==> src/rtl/vga_pkg.sv <==
// Shared types and default 640x480@60 raster constants for the VGA scan-out path.
package vga_pkg;

   typedef logic [2:0] pixel_t;

   localparam int unsigned DEF_WIGHT   = 640;
   localparam int unsigned DEF_HEIGHT  = 480;
   localparam int unsigned DEF_H_FRONT = 16;
   localparam int unsigned DEF_H_SYNC  = 96;
   localparam int unsigned DEF_H_BACK  = 48;
   localparam int unsigned DEF_V_FRONT = 10;
   localparam int unsigned DEF_V_SYNC  = 2;
   localparam int unsigned DEF_V_BACK  = 33;
   localparam int unsigned DEF_HT      = DEF_WIGHT + DEF_H_FRONT + DEF_H_SYNC + DEF_H_BACK;
   localparam int unsigned DEF_VT      = DEF_HEIGHT + DEF_V_FRONT + DEF_V_SYNC + DEF_V_BACK;

   localparam int unsigned ADDR_W      = 19;

endpackage

==> src/rtl/ram2vga_if.sv <==
// Frame-RAM read port plus VGA pin bundle; master is the scan-out block.
// test_mode exists only when RAM2VGA_TESTPATTERN_EN is defined.
interface ram2vga_if;
   import vga_pkg::*;

   logic              read_ram;
   logic [ADDR_W-1:0] address_ram;
   pixel_t            ram_q;
   pixel_t            rgb;
   logic              hsync;
   logic              vsync;
   logic              de;
   logic              frame_start;
`ifdef RAM2VGA_TESTPATTERN_EN
   logic              test_mode;
`endif

   modport master (
      output read_ram, address_ram, rgb, hsync, vsync, de, frame_start,
`ifdef RAM2VGA_TESTPATTERN_EN
      input  test_mode,
`endif
      input  ram_q
   );

   modport slave (
      input  read_ram, address_ram, rgb, hsync, vsync, de, frame_start,
`ifdef RAM2VGA_TESTPATTERN_EN
      output test_mode,
`endif
      output ram_q
   );

endinterface

==> src/rtl/vga_timing.sv <==
// Raster counters with registered visible/sync/frame-start flags aligned to the counter stage.
module vga_timing
   import vga_pkg::*;
#(
   parameter int unsigned Wight   = DEF_WIGHT,
   parameter int unsigned Height  = DEF_HEIGHT,
   parameter int unsigned H_FRONT = DEF_H_FRONT,
   parameter int unsigned H_SYNC  = DEF_H_SYNC,
   parameter int unsigned H_BACK  = DEF_H_BACK,
   parameter int unsigned V_FRONT = DEF_V_FRONT,
   parameter int unsigned V_SYNC  = DEF_V_SYNC,
   parameter int unsigned V_BACK  = DEF_V_BACK
) (
   input  logic clk,
   input  logic rst,
   output logic vis_o,
   output logic hsync_o,
   output logic vsync_o,
   output logic frame_start_o
);
   localparam int unsigned HT  = Wight + H_FRONT + H_SYNC + H_BACK;
   localparam int unsigned VT  = Height + V_FRONT + V_SYNC + V_BACK;
   localparam int unsigned H_W = $clog2(HT);
   localparam int unsigned V_W = $clog2(VT);

   logic           run_q;
   logic [H_W-1:0] h_q, h_d;
   logic [V_W-1:0] v_q, v_d;
   logic           vis_q, vis_d;
   logic           hs_q, hs_d;
   logic           vs_q, vs_d;
   logic           fs_q, fs_d;

   // run_q spends one cycle after reset presenting (0,0) with frame_start before counting
   always_ff @(posedge clk or posedge rst) begin
      if (rst) begin
         run_q <= 1'b0;
         h_q   <= '0;
         v_q   <= '0;
         vis_q <= 1'b0;
         hs_q  <= 1'b1;
         vs_q  <= 1'b1;
         fs_q  <= 1'b0;
      end else begin
         run_q <= 1'b1;
         h_q   <= h_d;
         v_q   <= v_d;
         vis_q <= vis_d;
         hs_q  <= hs_d;
         vs_q  <= vs_d;
         fs_q  <= fs_d;
      end
   end

   always_comb begin
      h_d = h_q;
      v_d = v_q;
      if (run_q) begin
         if (h_q == H_W'(HT - 1)) begin
            h_d = '0;
            v_d = (v_q == V_W'(VT - 1)) ? '0 : v_q + V_W'(1);
         end else begin
            h_d = h_q + H_W'(1);
         end
      end
      vis_d = (h_d < H_W'(Wight)) && (v_d < V_W'(Height));
      hs_d  = !((h_d >= H_W'(Wight + H_FRONT)) && (h_d < H_W'(Wight + H_FRONT + H_SYNC)));
      vs_d  = !((v_d >= V_W'(Height + V_FRONT)) && (v_d < V_W'(Height + V_FRONT + V_SYNC)));
      fs_d  = (h_d == '0) && (v_d == '0);
   end

   assign vis_o         = vis_q;
   assign hsync_o       = hs_q;
   assign vsync_o       = vs_q;
   assign frame_start_o = fs_q;

endmodule

==> src/rtl/ram2vga.sv <==
// VGA scan-out reader: sequential frame-RAM reads per visible pixel, sync/de realigned with data.
// Optional 8-bar colour test pattern enabled by defining RAM2VGA_TESTPATTERN_EN.
module ram2vga
   import vga_pkg::*;
#(
   parameter int unsigned Wight       = DEF_WIGHT,
   parameter int unsigned Height      = DEF_HEIGHT,
   parameter int unsigned H_FRONT     = DEF_H_FRONT,
   parameter int unsigned H_SYNC      = DEF_H_SYNC,
   parameter int unsigned H_BACK      = DEF_H_BACK,
   parameter int unsigned V_FRONT     = DEF_V_FRONT,
   parameter int unsigned V_SYNC      = DEF_V_SYNC,
   parameter int unsigned V_BACK      = DEF_V_BACK,
   parameter int unsigned RAM_LATENCY = 1
) (
   input logic       clk,
   input logic       rst,
   ram2vga_if.master bus
);
   localparam int unsigned DL = RAM_LATENCY;

   logic vis, hs, vs, fs;

   vga_timing #(
      .Wight   (Wight),
      .Height  (Height),
      .H_FRONT (H_FRONT),
      .H_SYNC  (H_SYNC),
      .H_BACK  (H_BACK),
      .V_FRONT (V_FRONT),
      .V_SYNC  (V_SYNC),
      .V_BACK  (V_BACK)
   ) u_timing (
      .clk           (clk),
      .rst           (rst),
      .vis_o         (vis),
      .hsync_o       (hs),
      .vsync_o       (vs),
      .frame_start_o (fs)
   );

   logic [ADDR_W-1:0] addr_q, addr_d, addr_cur;
   logic [ADDR_W-1:0] address_ram_q, address_ram_d;
   logic              read_ram_q, read_ram_d;
   logic [DL:0]       de_pipe_q, de_pipe_d;
   logic [DL:0]       hs_pipe_q, hs_pipe_d;
   logic [DL:0]       vs_pipe_q, vs_pipe_d;
   pixel_t            rgb_q, rgb_d;
   logic              de_q, de_d;
   logic              hsync_q, hsync_d;
   logic              vsync_q, vsync_d;

`ifdef RAM2VGA_TESTPATTERN_EN
   localparam int unsigned BAR_W = Wight / 8;
   localparam int unsigned PX_W  = $clog2(BAR_W);

   logic             tm;
   logic [PX_W-1:0]  px_q, px_d;
   pixel_t           bar_q, bar_d;
   logic [DL:0]      tm_pipe_q, tm_pipe_d;
   logic [DL:0][2:0] bar_pipe_q, bar_pipe_d;

   assign tm = bus.test_mode;

   always_ff @(posedge clk or posedge rst) begin
      if (rst) begin
         px_q       <= '0;
         bar_q      <= '0;
         tm_pipe_q  <= '0;
         bar_pipe_q <= '0;
      end else begin
         px_q       <= px_d;
         bar_q      <= bar_d;
         tm_pipe_q  <= tm_pipe_d;
         bar_pipe_q <= bar_pipe_d;
      end
   end

   // bar_q tracks h/BAR_W during visible cycles without a divider
   always_comb begin
      px_d  = '0;
      bar_d = '0;
      if (vis) begin
         if (px_q == PX_W'(BAR_W - 1)) begin
            px_d  = '0;
            bar_d = bar_q + 3'(1);
         end else begin
            px_d  = px_q + PX_W'(1);
            bar_d = bar_q;
         end
      end
      tm_pipe_d  = {tm_pipe_q[DL-1:0], tm};
      bar_pipe_d = {bar_pipe_q[DL-1:0], bar_q};
   end
`endif

   always_ff @(posedge clk or posedge rst) begin
      if (rst) begin
         addr_q        <= '0;
         address_ram_q <= '0;
         read_ram_q    <= 1'b0;
         de_pipe_q     <= '0;
         hs_pipe_q     <= '1;
         vs_pipe_q     <= '1;
         rgb_q         <= '0;
         de_q          <= 1'b0;
         hsync_q       <= 1'b1;
         vsync_q       <= 1'b1;
      end else begin
         addr_q        <= addr_d;
         address_ram_q <= address_ram_d;
         read_ram_q    <= read_ram_d;
         de_pipe_q     <= de_pipe_d;
         hs_pipe_q     <= hs_pipe_d;
         vs_pipe_q     <= vs_pipe_d;
         rgb_q         <= rgb_d;
         de_q          <= de_d;
         hsync_q       <= hsync_d;
         vsync_q       <= vsync_d;
      end
   end

   // Pipe index DL is the cycle in which ram_q answers the stage-1 read
   always_comb begin
      addr_cur      = fs ? '0 : addr_q;
      addr_d        = vis ? addr_cur + ADDR_W'(1) : addr_cur;
      address_ram_d = addr_cur;
      read_ram_d    = vis;
      de_pipe_d     = {de_pipe_q[DL-1:0], vis};
      hs_pipe_d     = {hs_pipe_q[DL-1:0], hs};
      vs_pipe_d     = {vs_pipe_q[DL-1:0], vs};
      de_d          = de_pipe_q[DL];
      hsync_d       = hs_pipe_q[DL];
      vsync_d       = vs_pipe_q[DL];
      rgb_d         = de_pipe_q[DL] ? bus.ram_q : '0;
`ifdef RAM2VGA_TESTPATTERN_EN
      read_ram_d    = vis & ~tm;
      if (de_pipe_q[DL] && tm_pipe_q[DL]) begin
         rgb_d = bar_pipe_q[DL];
      end
`endif
   end

   assign bus.read_ram    = read_ram_q;
   assign bus.address_ram = address_ram_q;
   assign bus.rgb         = rgb_q;
   assign bus.de          = de_q;
   assign bus.hsync       = hsync_q;
   assign bus.vsync       = vsync_q;
   assign bus.frame_start = fs;

endmodule

==> src/flat_wrapper.sv <==
// flat-port wrapper written by rule: the top's interface ports become plain ports
module ram2vga_flat import vga_pkg::*;
#(
   parameter int unsigned Wight       = DEF_WIGHT,
   parameter int unsigned Height      = DEF_HEIGHT,
   parameter int unsigned H_FRONT     = DEF_H_FRONT,
   parameter int unsigned H_SYNC      = DEF_H_SYNC,
   parameter int unsigned H_BACK      = DEF_H_BACK,
   parameter int unsigned V_FRONT     = DEF_V_FRONT,
   parameter int unsigned V_SYNC      = DEF_V_SYNC,
   parameter int unsigned V_BACK      = DEF_V_BACK,
   parameter int unsigned RAM_LATENCY = 1
)
  (clk, rst, bus_read_ram, bus_address_ram, bus_rgb, bus_hsync, bus_vsync, bus_de, bus_frame_start, bus_ram_q);
  ram2vga_if bus_i ();
  input logic clk;
  input logic rst;
  output wire logic [$bits(bus_i.read_ram)-1:0] bus_read_ram;
  output wire logic [$bits(bus_i.address_ram)-1:0] bus_address_ram;
  output wire logic [$bits(bus_i.rgb)-1:0] bus_rgb;
  output wire logic [$bits(bus_i.hsync)-1:0] bus_hsync;
  output wire logic [$bits(bus_i.vsync)-1:0] bus_vsync;
  output wire logic [$bits(bus_i.de)-1:0] bus_de;
  output wire logic [$bits(bus_i.frame_start)-1:0] bus_frame_start;
  input wire logic [$bits(bus_i.ram_q)-1:0] bus_ram_q;
  assign bus_read_ram = bus_i.read_ram;
  assign bus_address_ram = bus_i.address_ram;
  assign bus_rgb = bus_i.rgb;
  assign bus_hsync = bus_i.hsync;
  assign bus_vsync = bus_i.vsync;
  assign bus_de = bus_i.de;
  assign bus_frame_start = bus_i.frame_start;
  assign bus_i.ram_q = bus_ram_q;
  ram2vga #(.Wight(Wight), .Height(Height), .H_FRONT(H_FRONT), .H_SYNC(H_SYNC), .H_BACK(H_BACK), .V_FRONT(V_FRONT), .V_SYNC(V_SYNC), .V_BACK(V_BACK), .RAM_LATENCY(RAM_LATENCY)) u_core (.clk(clk), .rst(rst), .bus(bus_i));
endmodule
==> config.mk <==
export PLATFORM = sky130hd
export DESIGN_NAME = ram2vga_flat
export DESIGN_NICKNAME = d
export VERILOG_FILES = /design/src/rtl/vga_pkg.sv /design/src/rtl/ram2vga_if.sv /design/src/rtl/vga_timing.sv /design/src/rtl/ram2vga.sv /design/src/flat_wrapper.sv
export SDC_FILE = /design/constraint.sdc
export NUM_CORES = 1
export LEC_CHECK = 0
export ABC_CLOCK_PERIOD_IN_PS = 2800
export CAP_MARGIN = 20
export CORE_ASPECT_RATIO = 1.25
export CORE_MARGIN = 5
export CORE_UTILIZATION = 45
export DETAILED_ROUTE_END_ITERATION = 10
export GPL_TIMING_DRIVEN = 0
export PLACE_DENSITY = 0.62
export SLEW_MARGIN = 20
export SYNTH_ARGS = -nofsm -noshare
export SYNTH_HDL_FRONTEND = slang
export SYNTH_HIERARCHICAL = 1
export SYNTH_SLANG_ARGS = --single-unit
export TNS_END_PERCENT = 1
==> constraint.sdc <==
create_clock -name clk -period 2.8 [get_ports clk]
set_clock_uncertainty 0.15 [all_clocks]
set_input_delay 0.28 -clock clk [delete_from_list [all_inputs] [get_ports clk]]
set_output_delay 0.28 -clock clk [all_outputs]
set_load 0.1 [all_outputs]
==> results.md <==
* Outcome: complete, no violations
* Die Span Y at 105.1 µm
* Initial Util at 0.4635
* Max incr delay on CP at 0.63 ns
* Layout area overhead at 21.42%
* CP Data Required Time at 2.89 ns
* Critical Path Start Type: register
* Final setup margin at 0.1729 ns
* Setup crit start: u_core/u_timing/h_q[5]
* Cells after Synth at 274
* Slew Limit Headroom at 0.3512
* Synth Flop Type: dfrtp_1
* Setup CP Type: reg2reg
* R2R Path Start: u_core/u_timing/h_q[5]
* Crit. End Element: register
* Die W at 86.05 µm
* Worst skew pair latency at 0.35 ns
* Depth of the CTS H-tree at 3
* Power per cell area at 782.9 nW/µm²
* HP Class: in2async
* Vias in the first global route at 2,182
* PortBufs at 31
* Top cell type's share of synthesized area at 0.5154
* Nets at 331
* Clk slew on worst S/H paths at 0.08 ns
* Seq/Total Area, Yosys at 0.5800
* Min cycle time layout at 2.627 ns
* Cts hold-fix bufs at 0
* Area contributors post-synth: dfrtp_1 52%, dfstp_2 6.5%, xnor2_1 4.0%, xor2_1 3.5%, nand3_1 2.9%
* Multi-input logic area at 1264 µm²
* Critical Path End: u_core/u_timing/frame_start_o
* Hold Vio Cnt, Final at 0
* Synth area leader: dfrtp_1
* Synth cell types at 52
* Routed len/inst at 13.83 µm
* Count of state elements after synthesis at 75
* Vias per cell at 5.103
* Max-slew violation count at 0
* Worst-path cell chain: or4b_4 > nor4_4 > nand3_1 > xor2_2 > nand4_1 > nor4_1
* Total iterations of the first detailed-routing run at 4
* CP Depth at 6
* Post-route cell area at 3950 µm²
* Largest net degree at the start of global routing at 28
* Worst-path fanout max at 7
* Post-DP HPWL at 4164 µm
* Critical path buffers and inverters at 0
* Residual DRC at 0
* Reg2Reg Depth at 6
* Leak Pwr at 1.850 nW
* First-pass GRT wire length at 10,090 µm
* Reg-to-reg setup timing slack at 0.17 ns
* CTS root buf: clkbuf_8
* Final Power at 3.093 mW
* Synth Warn # at 6
* Worst-Margin Slew at 0.9701 ns
* Avg Inst Size Synth at 11.87 µm²
* Max VDD drop at 0.0006265 V
* Num ports at 32
* Max Cap Viol at 0
* Num Clock Sinks at 75
* Routed wire length at 5766 µm
* Number of antenna diodes at 0
* Post-Syn Area at 3253 µm²
* DP Worst Slack at 0.09047 ns
* Syn Nets at 283
* Max Freq at 0.3806 GHz
* Initial antenna violation count at 0
* Fill cells at 616
* Worst path slowest cell: or4b_4
* Clock tree buffer depth at 2
* Crit-path leading delay family: simple AND/OR/NAND/NOR gates
* Reg area at 1887 µm²
* R2R Path End: u_core/u_timing/frame_start_o
* Share of cells above drive strength 1 at 0.1896
* Async SR Flop Fraction at 1.000
* Routed Antenna Nets at 0
* Drt initial violations at 57
* Placed cell area at 3696 µm²
* TritonCTS clock tree: done
* WP data arrival at 2.72 ns
* Post-route clock period utilization at 0.9382
* Final setup fails at 0
* GR Overflow Total at 0
* Die area at 9040 µm²
* Setup TNS at 0 ns
* DR vias at 2,128
* Row Count at 34
* Total track usage at 0.1412
* Gpl congestion at 0.8476
* Post-synth EDFFs at 0
* Placeable Area at 7019 µm²
* TritonCTS Buffers at 9
-- layout by cell type, fill, tap and decap left out, types with 6 or more instances in the layout --
cell type,instances
dfrtp_1,67
clkdlybuf4s50_1,31
nand3_1,19
xnor2_1,15
inv_1,15
nand4_1,14
nand2_1,13
nor2_1,12
clkbuf_8,11
nor2b_1,11
xor2_1,11
and2b_2,8
dfstp_2,8
and3_1,6
a21oi_1,6
-- synth_stat cells (6+ instances only) --
cell / n
xor2_1: 13
inv_1: 16
nand4_1: 14
xnor2_1: 15
dfrtp_1: 67
nand3_1: 19
nor2_1: 12
and3_1: 6
dfstp_2: 8
a21oi_1: 6
nand2_1: 13
nor2b_1: 11
and2b_2: 8
-- power breakdown --
part	total (mW)	internal (mW)	switching, mW
clock	0.811	0.431	0.379
sequential	1.32	1.22	0.106
combinational	0.958	0.314	0.644
-- cell type report --
type,count,share of cell area
sequential,75,0.4777
multi-input combinational,175,0.3199
timing repair buffer,37,0.09503
clock buffer,11,0.03579
tap,90,0.02851
inverter,16,0.01520
buffer,8,0.01457
clock inverter,5,0.01330
-- per-layer routing --
layer	share of wire	GRT usage	wire length (µm)
met1	0.44	0.1692	2518
met2	0.51	0.2337	2931
met3	0.034	0.03701	197
met4	0.021	0.06674	119
met5	0	0	0
-- cell families after synthesis --
kind of cell	synth area share
adders and majority gates	0.01539
other	0.001153
buffers and inverters	0.03615
muxes	0.006538
DFF	0.5800
xor gates and xnor gates	0.07539
and+or+nand+nor	0.2446
AOI/OAI and AO/OA	0.04077
-- flip-flops by register name, indices dropped and copies added, names as in the netlist, 2 cells and up --
register	cells
u_core/addr_q	19
u_core/bus.address_ram	19
u_core/bus.rgb	3
u_core/de_pipe_q	2
u_core/hs_pipe_q	2
u_core/u_timing/h_q	10
u_core/u_timing/v_q	10
u_core/vs_pipe_q	2
-- through the flow --
step,hold slack (ns),cells,util
2_1_floorplan,0.1558,274,-
3_3_place_gp,0.1959,395,0.5237
3_5_place_dp,0.1972,396,0.5266
4_1_cts,0.1579,412,0.5542
5_1_grt,0.2059,417,0.5627
6_report,0.1528,417,0.5627
-- what timing repair did --
action | CTS | global route
setup buffers | 0 | 4
setup endpoints to repair | 0 | 1
resized for setup | 0 | 2
-- worst reg2reg max path: stages (launching register included) --
cell     delay [ns]
dfrtp_1        0.45
or4b_4         0.63
nor4_4         0.43
nand3_1        0.18
xor2_2         0.28
nand4_1        0.14
nor4_1         0.26
-- worst min path at each step --
stage                              from                             to  slack (ns)  cells after the start
floorplan                           rst  u_core/u_timing/frame_start_o        0.16                      1
global placement    u_core/vs_pipe_q[1]               u_core/bus.vsync        0.20                      0
detailed placement  u_core/vs_pipe_q[1]               u_core/bus.vsync        0.20                      0
CTS                                 rst     u_core/bus.address_ram[10]        0.16                      2
global route                        rst         u_core/u_timing/h_q[6]        0.21                      2
finish                              rst         u_core/u_timing/h_q[6]        0.15                      2
Note: power is estimated with default switching activity, not from simulation.
